**config.mk**
```make
export PLATFORM = sky130hd
export DESIGN_NAME = fetch_pc_sequencer
export DESIGN_NICKNAME = d
export VERILOG_FILES = /design/src/rtl/fetch_pc_sequencer.sv
export SDC_FILE = /design/constraint.sdc
export NUM_CORES = 1
export LEC_CHECK = 0
export ABC_AREA = 1
export BUFFER_PORTS_ARGS = -buffer_cell sky130_fd_sc_hd__buf_2
export CAP_MARGIN = 30
export CORE_UTILIZATION = 45
export DETAILED_ROUTE_END_ITERATION = 7
export PLACE_DENSITY = 0.7
export SLEW_MARGIN = 5
export SYNTH_ARGS = -nofsm -noshare
export SYNTH_HDL_FRONTEND = slang
export SYNTH_SLANG_ARGS = --single-unit
```
**constraint.sdc**
```tcl
create_clock -name iCLK -period 5.6 [get_ports iCLK]
set_input_delay 0.56 -clock iCLK [delete_from_list [all_inputs] [get_ports iCLK]]
set_output_delay 0.56 -clock iCLK [all_outputs]
set_load 0.01 [all_outputs]
```
**src/rtl/fetch_pc_sequencer.sv**
```systemverilog
// Program-counter owner and single-outstanding instruction fetcher.
// Taken branches redirect the PC and squash any wrong-path fetch; misaligned targets trap.
module fetch_pc_sequencer #(
    parameter logic [31:0] RESET_PC = 32'h0000_0000,
    parameter int unsigned PC_STEP  = 4
) (
    input  logic        iCLK,
    input  logic        iRST,
    output logic        oIMEM_VALID,
    output logic [31:0] oIMEM_ADDR,
    input  logic        iIMEM_READY,
    input  logic        iIMEM_RVALID,
    input  logic [31:0] iIMEM_RDATA,
    output logic        oIR_VALID,
    output logic [31:0] oIR,
    output logic [31:0] oIR_PC,
    input  logic        iIR_READY,
    input  logic        iBR_VALID,
    input  logic        iBR_TAKEN,
    input  logic [31:0] iBR_PC,
    input  logic [31:0] iBR_OFFSET,
    output logic        oTRAP
);

    // state  | meaning
    // S_REQ  | fetch request presented at pc
    // S_WAIT | request accepted, waiting for read data
    // S_OUT  | instruction held for decode
    // S_HALT | misaligned branch target, frozen until reset
    typedef enum logic [1:0] {S_REQ, S_WAIT, S_OUT, S_HALT} state_t;

    state_t      state, state_nxt;
    logic [31:0] pc, pc_nxt;
    logic        drop, drop_nxt;
    logic [31:0] ir_q, ir_nxt;
    logic [31:0] ir_pc_q, ir_pc_nxt;
    logic        trap_q, trap_nxt;

    logic        redirect;
    logic [31:0] target;
    logic        misaligned;
    logic        imem_hs;
    logic        ir_hs;

    assign redirect    = iBR_VALID & iBR_TAKEN;
    assign target      = iBR_PC + iBR_OFFSET;
    assign misaligned  = |target[1:0];

    assign oIMEM_VALID = (state == S_REQ) & ~iRST;
    assign oIMEM_ADDR  = pc;
    assign oIR_VALID   = (state == S_OUT);
    assign oIR         = ir_q;
    assign oIR_PC      = ir_pc_q;
    assign oTRAP       = trap_q;

    assign imem_hs     = oIMEM_VALID & iIMEM_READY;
    assign ir_hs       = oIR_VALID & iIR_READY;

    always_ff @(posedge iCLK) begin
        if (iRST) begin
            state   <= S_REQ;
            pc      <= RESET_PC;
            drop    <= 1'b0;
            ir_q    <= 32'h0;
            ir_pc_q <= 32'h0;
            trap_q  <= 1'b0;
        end else begin
            state   <= state_nxt;
            pc      <= pc_nxt;
            drop    <= drop_nxt;
            ir_q    <= ir_nxt;
            ir_pc_q <= ir_pc_nxt;
            trap_q  <= trap_nxt;
        end
    end

    always_comb begin
        state_nxt = state;
        pc_nxt    = pc;
        drop_nxt  = drop;
        ir_nxt    = ir_q;
        ir_pc_nxt = ir_pc_q;
        trap_nxt  = trap_q;

        // A redirect outranks every other event in the same cycle.
        if (state != S_HALT && redirect && misaligned) begin
            trap_nxt  = 1'b1;
            state_nxt = S_HALT;
        end else begin
            case (state)
                S_REQ: begin
                    if (redirect) pc_nxt = target;
                    if (imem_hs) begin
                        state_nxt = S_WAIT;
                        drop_nxt  = redirect;
                    end
                end
                S_WAIT: begin
                    if (redirect) begin
                        pc_nxt = target;
                        if (iIMEM_RVALID) begin
                            drop_nxt  = 1'b0;
                            state_nxt = S_REQ;
                        end else begin
                            drop_nxt  = 1'b1;
                        end
                    end else if (iIMEM_RVALID) begin
                        if (drop) begin
                            drop_nxt  = 1'b0;
                            state_nxt = S_REQ;
                        end else begin
                            ir_nxt    = iIMEM_RDATA;
                            ir_pc_nxt = pc;
                            pc_nxt    = pc + 32'(PC_STEP);
                            state_nxt = S_OUT;
                        end
                    end
                end
                S_OUT: begin
                    if (redirect) begin
                        pc_nxt    = target;
                        state_nxt = S_REQ;
                    end else if (ir_hs) begin
                        state_nxt = S_REQ;
                    end
                end
                default: ;
            endcase
        end
    end

endmodule

```
== Word-level counts from Yosys, hierarchy flattened ==
Cells that the tools add are included.
W data, S select, Z words.

* Bits of input ports: 103
* Output and inout port bits: 99
* Latch bits: 0
* Memories kept: 0
* Bits in writable memories: 0
* Logic and storage cells: 57
* Register bits after elaboration: 100
* Memory bits (read-only): 0

* Equality and inequality tests: 10
* Magnitude comparators: 0
* Reductions and logical operators: 12
* Multiply operators: 0
* $add $sub $neg: 2
* Shifts and indexed selects: 0
* Muxes and demuxes: 19
* Bitwise operators: 8
* Divide/modulo/power cells: 0

{| class="wikitable"
|+ Operator list
! operator !! count
|-
| $mux W32 || 4
|-
| $pmux W32 S2 || 1
|-
| $add A32 B3 Y32 const B || 1
|-
| $add A32 B32 Y32 || 1
|-
| $mux W2 || 8
|-
| $reduce_and A5 Y1 || 2
|-
| $ne A3 B3 Y1 const B || 3
|-
| $reduce_and A4 Y1 || 2
|-
| $pmux W2 S3 || 1
|-
| $and A1 B1 Y1 || 4
|-
| $mux W1 || 4
|-
| $ne A2 B2 Y1 const B || 2
|-
| $ne A4 B1 Y1 const B || 1
|-
| $not A1 Y1 || 4
|-
| $reduce_bool A2 Y1 || 2
|-
| $reduce_bool A4 Y1 || 1
|-
| $reduce_or A2 Y1 || 2
|-
| $ne A3 B2 Y1 const B || 1
|-
| $eq A2 B1 Y1 const B || 1
|-
| $eq A2 B2 Y1 const B || 1
|-
| $logic_and A1 B1 Y1 || 2
|-
| $logic_not A2 Y1 || 1
|-
| $ne A2 B1 Y1 const B || 1
|-
| $pmux W1 S2 || 1
|}

== Longest topological paths before layout ==
* Word-level depth: 6
* Gate-level depth with buffers: 14
* Depth with buffers taken out: 14

== Worst setup path after synthesis ==
No wires, ideal clock.

* Path kind: input to register
* Start point: input port iBR_PC[0]
* End point: register pc[8], in the netlist oIMEM_ADDR[8]
* Data arrival time: 2.299 ns
* Path buffers: 1
* Data required time: 5.530 ns
* Cell stages on the path: 13
* Slack: 3.230 ns
* Setup time: 0.070 ns
* Path through: ha_1 inv_1 fa_1 inv_1 nor2_1 nor2_1 nand2_1 o21a_1 nand2_2 inv_2 buf_2 o211ai_1 a21oi_1

* Longest elaborated chain between the ends: 5
* Elaborated cells between the ends (all ways): 8
* Classes of those cells: add/sub: 1; mux: 3; bitwise: 1; reduce/logical: 3

{| class="wikitable"
|+ RTL lines
! what !! RTL line !! RTL
|-
| from (decl) || 20 || <nowiki>input logic [31:0] iBR_PC,</nowiki>
|-
| $add A32 B32 Y32 * || 46 || <nowiki>assign target = iBR_PC + iBR_OFFSET;</nowiki>
|-
| $reduce_or A2 Y1 || 47 || <nowiki>assign misaligned = |target[1:0];</nowiki>
|-
| $logic_and A1 B1 Y1 || 86 || <nowiki>if (state != S_HALT && redirect && misaligned) begin</nowiki>
|-
| $not A1 Y1 (no source line) || n/a ||
|-
| $reduce_and A5 Y1 (no source line) || n/a ||
|-
| to (signal assigned) || 69 || <nowiki>pc <= pc_nxt;</nowiki>
|-
| to (decl) || 33 || <nowiki>logic [31:0] pc, pc_nxt;</nowiki>
|}

Every way passes the cells marked *; elsewhere a longest branch is shown, timed or not. The select of a mux whose other input is x is not followed.
A chain may end at the register's enable or synchronous reset.

== Worst setup path in the final report ==
* Start point: input port iBR_PC[0]
* End point: register pc[24], in the netlist oIMEM_ADDR[24]

The elaborated chain is that of the path after synthesis.

==> metrics.yaml <==
drv_cap: 0
finalNonFillerCells: 1614
yosysWarnings: 0
fin_setup_tns_ps: 0
critPathRequiredTime_ps: 5860
ant_nets: 0
synthArstFlopShare_pct: 0
period_share_pct: 53.6
cp.buffers_inverters: 5
dieArea_sq_um: 16500
start_util_pct: 46.7
cp-endpoint: "oIMEM_ADDR[24]"
p_leak_nw: 4.58
reg2reg_to: "oIMEM_ADDR[0]"
drv_slew: 0
wl_per_cell_um: 12.4
synth_xor_area_share_pct: 1.46
synth_top_area_share_pct: 27.8
final_util_pct: 56.4
hold_viol: 0
startpoint: "iBR_PC[0]"
hold_path_class: "flop to flop"
place_congestion: 0.914
cts_buffer_depth: 2
cpMaxStageDelayCell: "inv_2"
max_slew.worst_pin.slew_ps: 945
synth_most_common_cell: "nand2_1"
synth_simple_gate_area_share_pct: 33.4
end_kind: "flop"
startpoint_type: "input port"
synthTopCellsByArea: "dfxtp_1 (28%), nand2_1 (17%), inv_1 (11%), a21oi_1 (9.9%), ha_1 (6.4%)"
place_ws_ps: 2270
vias_per_cell: 4.86
clock_sinks: 100
r2r_cells: 11
synthesis.area_sq_um: 7210
n_antenna_cell: 0
ctsHoldBuffers: 0
worst-path-stages: 15
synth_commonest_cells: "nand2_1 (335), inv_1 (214), a21oi_1 (143)"
grt_pass1_wl_mm: 32.0
cpMostUsedCell: "inv_1"
synth-compound-area-share_pct: 17.1
hpwl_mm: 15.6
yosysTopAreaCell: "dfxtp_1"
antenna_found_initial: 0
dp.cells: 1597
max_stage_delay_ps: 490
grt_pass1_vias: 6758
htreeDepth: 3
cts_buffers: 9
cts_tree: "built"
hold_start: "oIR[18]"
arrival_ps: 3260
synth_edf_count: 0
muxShareOfSynthArea_pct: 0
rows: 45
drc_errors: 0
drive_above_1_share_pct: 17.6
timing.rr.start: "state[0]"
clk_latency_ps: 350
fin_ws_ps: 2600
crit_type: "input port to flop"
outcome: "complete, no violations"
synth_seq_cells: 100
synth_top_family_by_area: "simple AND/OR/NAND/NOR gates"
grtUsageTotal_pct: 24.0
ys_types: 39
syn_nets: 1361
rsz0062_at_grt: "no"
cts.clk_slew.worst_paths_ps: 60
drt_iter0_drc: 430
rrSetupSlack_ps: 2820
synthFlopType: "dfxtp_1"
grt_max_degree: 129
min_period_ps: 3000
synth_cells: 1220
cp_top_family: "simple AND/OR/NAND/NOR gates"
crit_path_cell_trace: "buf_2 > ha_1 > inv_1 > fa_1 > inv_1 > nor2_1 > nor2_1 > nand2_1 > o21a_1 > nand2_2 > inv_2 > o21ai_1 > inv_1 > nand2_1 > a21oi_1"
fmax_ghz: 0.333
peakVddDrop_v: 0.000263
fp.dieW_um: 129
syn2layout_area_growth_pct: 20.7
syn_area_per_cell_sq_um: 5.91
seq_area_frac_synth_pct: 27.8
io_pins: 202
ctsResizeCount: 0
synth_fa_ha_area_share_pct: 6.70
io_buffers: 201
nNetsFinal: 1539
setup_violations: 0
gr-total-overflow: 0
finalWirelength_mm: 20.1
power_density_nw_per_um2: 353
slew_headroom_pct: 37.0
die_h_um: 129
post-cts-setup-buffers: 0
clock_skew_ps: 9.19
root_buffer: "clkbuf_16"
core_sq_um: 15400
first_pass_iters: 5
critPathMaxFanout: 43
vias: 7852
-- report_power, final --
| part | total [W] | switching (W) | internal [W] | leakage, nW |
|---|---|---|---|---|
| clock | 0.000678 | 0.000272 | 0.000406 | 0.160 |
| combinational | 0.00129 | 0.000817 | 0.000470 | 3.61 |
| sequential | 0.00110 | 0.000214 | 0.000890 | 0.815 |
| total | 0.00307 | 0.00130 | 0.00177 | 4.58 |
-- worst min path at each step --
stage                            end  slack [ps]  cells past startpoint
after global placement       oIR[10]         430                      2
final                        oIR[18]         440                      2
after detailed placement  oIR_PC[23]         430                      2
after floorplan               oIR[0]         470                      2
after CTS                 oIR_PC[18]         440                      2
after global routing         oIR[26]         460                      2
-- cells by family after synthesis --
logic type,after synthesis
simple gates,574
flops,100
compound gates,238
xor+xnor,12
buf+inv,258
fa+ha+maj,38
-- tightest hold or removal path, cell delays in order (launching register included) --
cell and delay [ps]:
dfxtp_1 310, inv_1 40, a21oi_1 50
-- metrics by stage --
| stage | hold slack, ps | power [W] | area (sq um) |
|---|---|---|---|
| finish | 439 | 0.00307 | 8700 |
| global route | 460 | 0.00330 | 8700 |
| CTS | 443 | 0.00308 | 8670 |
| detailed placement | 433 | 0.00240 | 8350 |
| global placement | 428 | 0.00237 | 8350 |
| floorplan | 468 | 0.00193 | 7210 |
-- cell usage in the layout, fill, tap and decap left out, types with 2 or more instances in the layout --
master,netlist,layout
a211oi_1,2,2
nand4_1,9,9
and2_1,3,3
nand2_1,335,335
buf_4,0,3
a21oi_2,2,2
o21ai_1,12,12
o21a_1,3,3
nor2_1,122,122
nand3_1,71,71
a31oi_1,2,2
a21oi_1,143,143
or2_0,3,3
nand3_2,2,2
and3_1,2,2
nor2_4,4,4
nand2_2,6,6
ha_1,37,37
nor3_1,7,7
xor2_1,10,10
buf_2,6,201
o21ai_0,67,67
inv_1,214,214
dfxtp_1,100,100
or2_2,3,3
o211ai_1,2,2
bufinv_16,0,2
xnor2_1,2,2
o21bai_1,4,4
clkbuf_16,0,9
inv_2,6,6
-- metal layers --
| metal | GRT usage (%) | share of wire (%) | vias to the layer above |
|---|---|---|---|
| met1 | 31.5 | 47 | 3427 |
| met3 | 3.74 | 5.4 | 20 |
| li1 | - | - | 4192 |
| met4 | 6.16 | 1.5 | 0 |
| met5 | 0 | 0 | - |
| met2 | 40.9 | 47 | 213 |
-- registers in the layout, indices dropped and copies added (netlist names) --
register / flops
drop: 1
oIR_PC: 32
oIMEM_ADDR: 32
state: 2
oTRAP: 1
oIR: 32
-- cell type report --
type                    count  area (sq um)
clock buffers              11           243
clock inverters             5          82.6
fillers                  1682          6730
inverters                 220           826
multi-input cells         862          4230
flip-flops and latches    100          2000
well taps                 211           264
repair buffers            205          1060
Power figures use the tool's default switching activity.
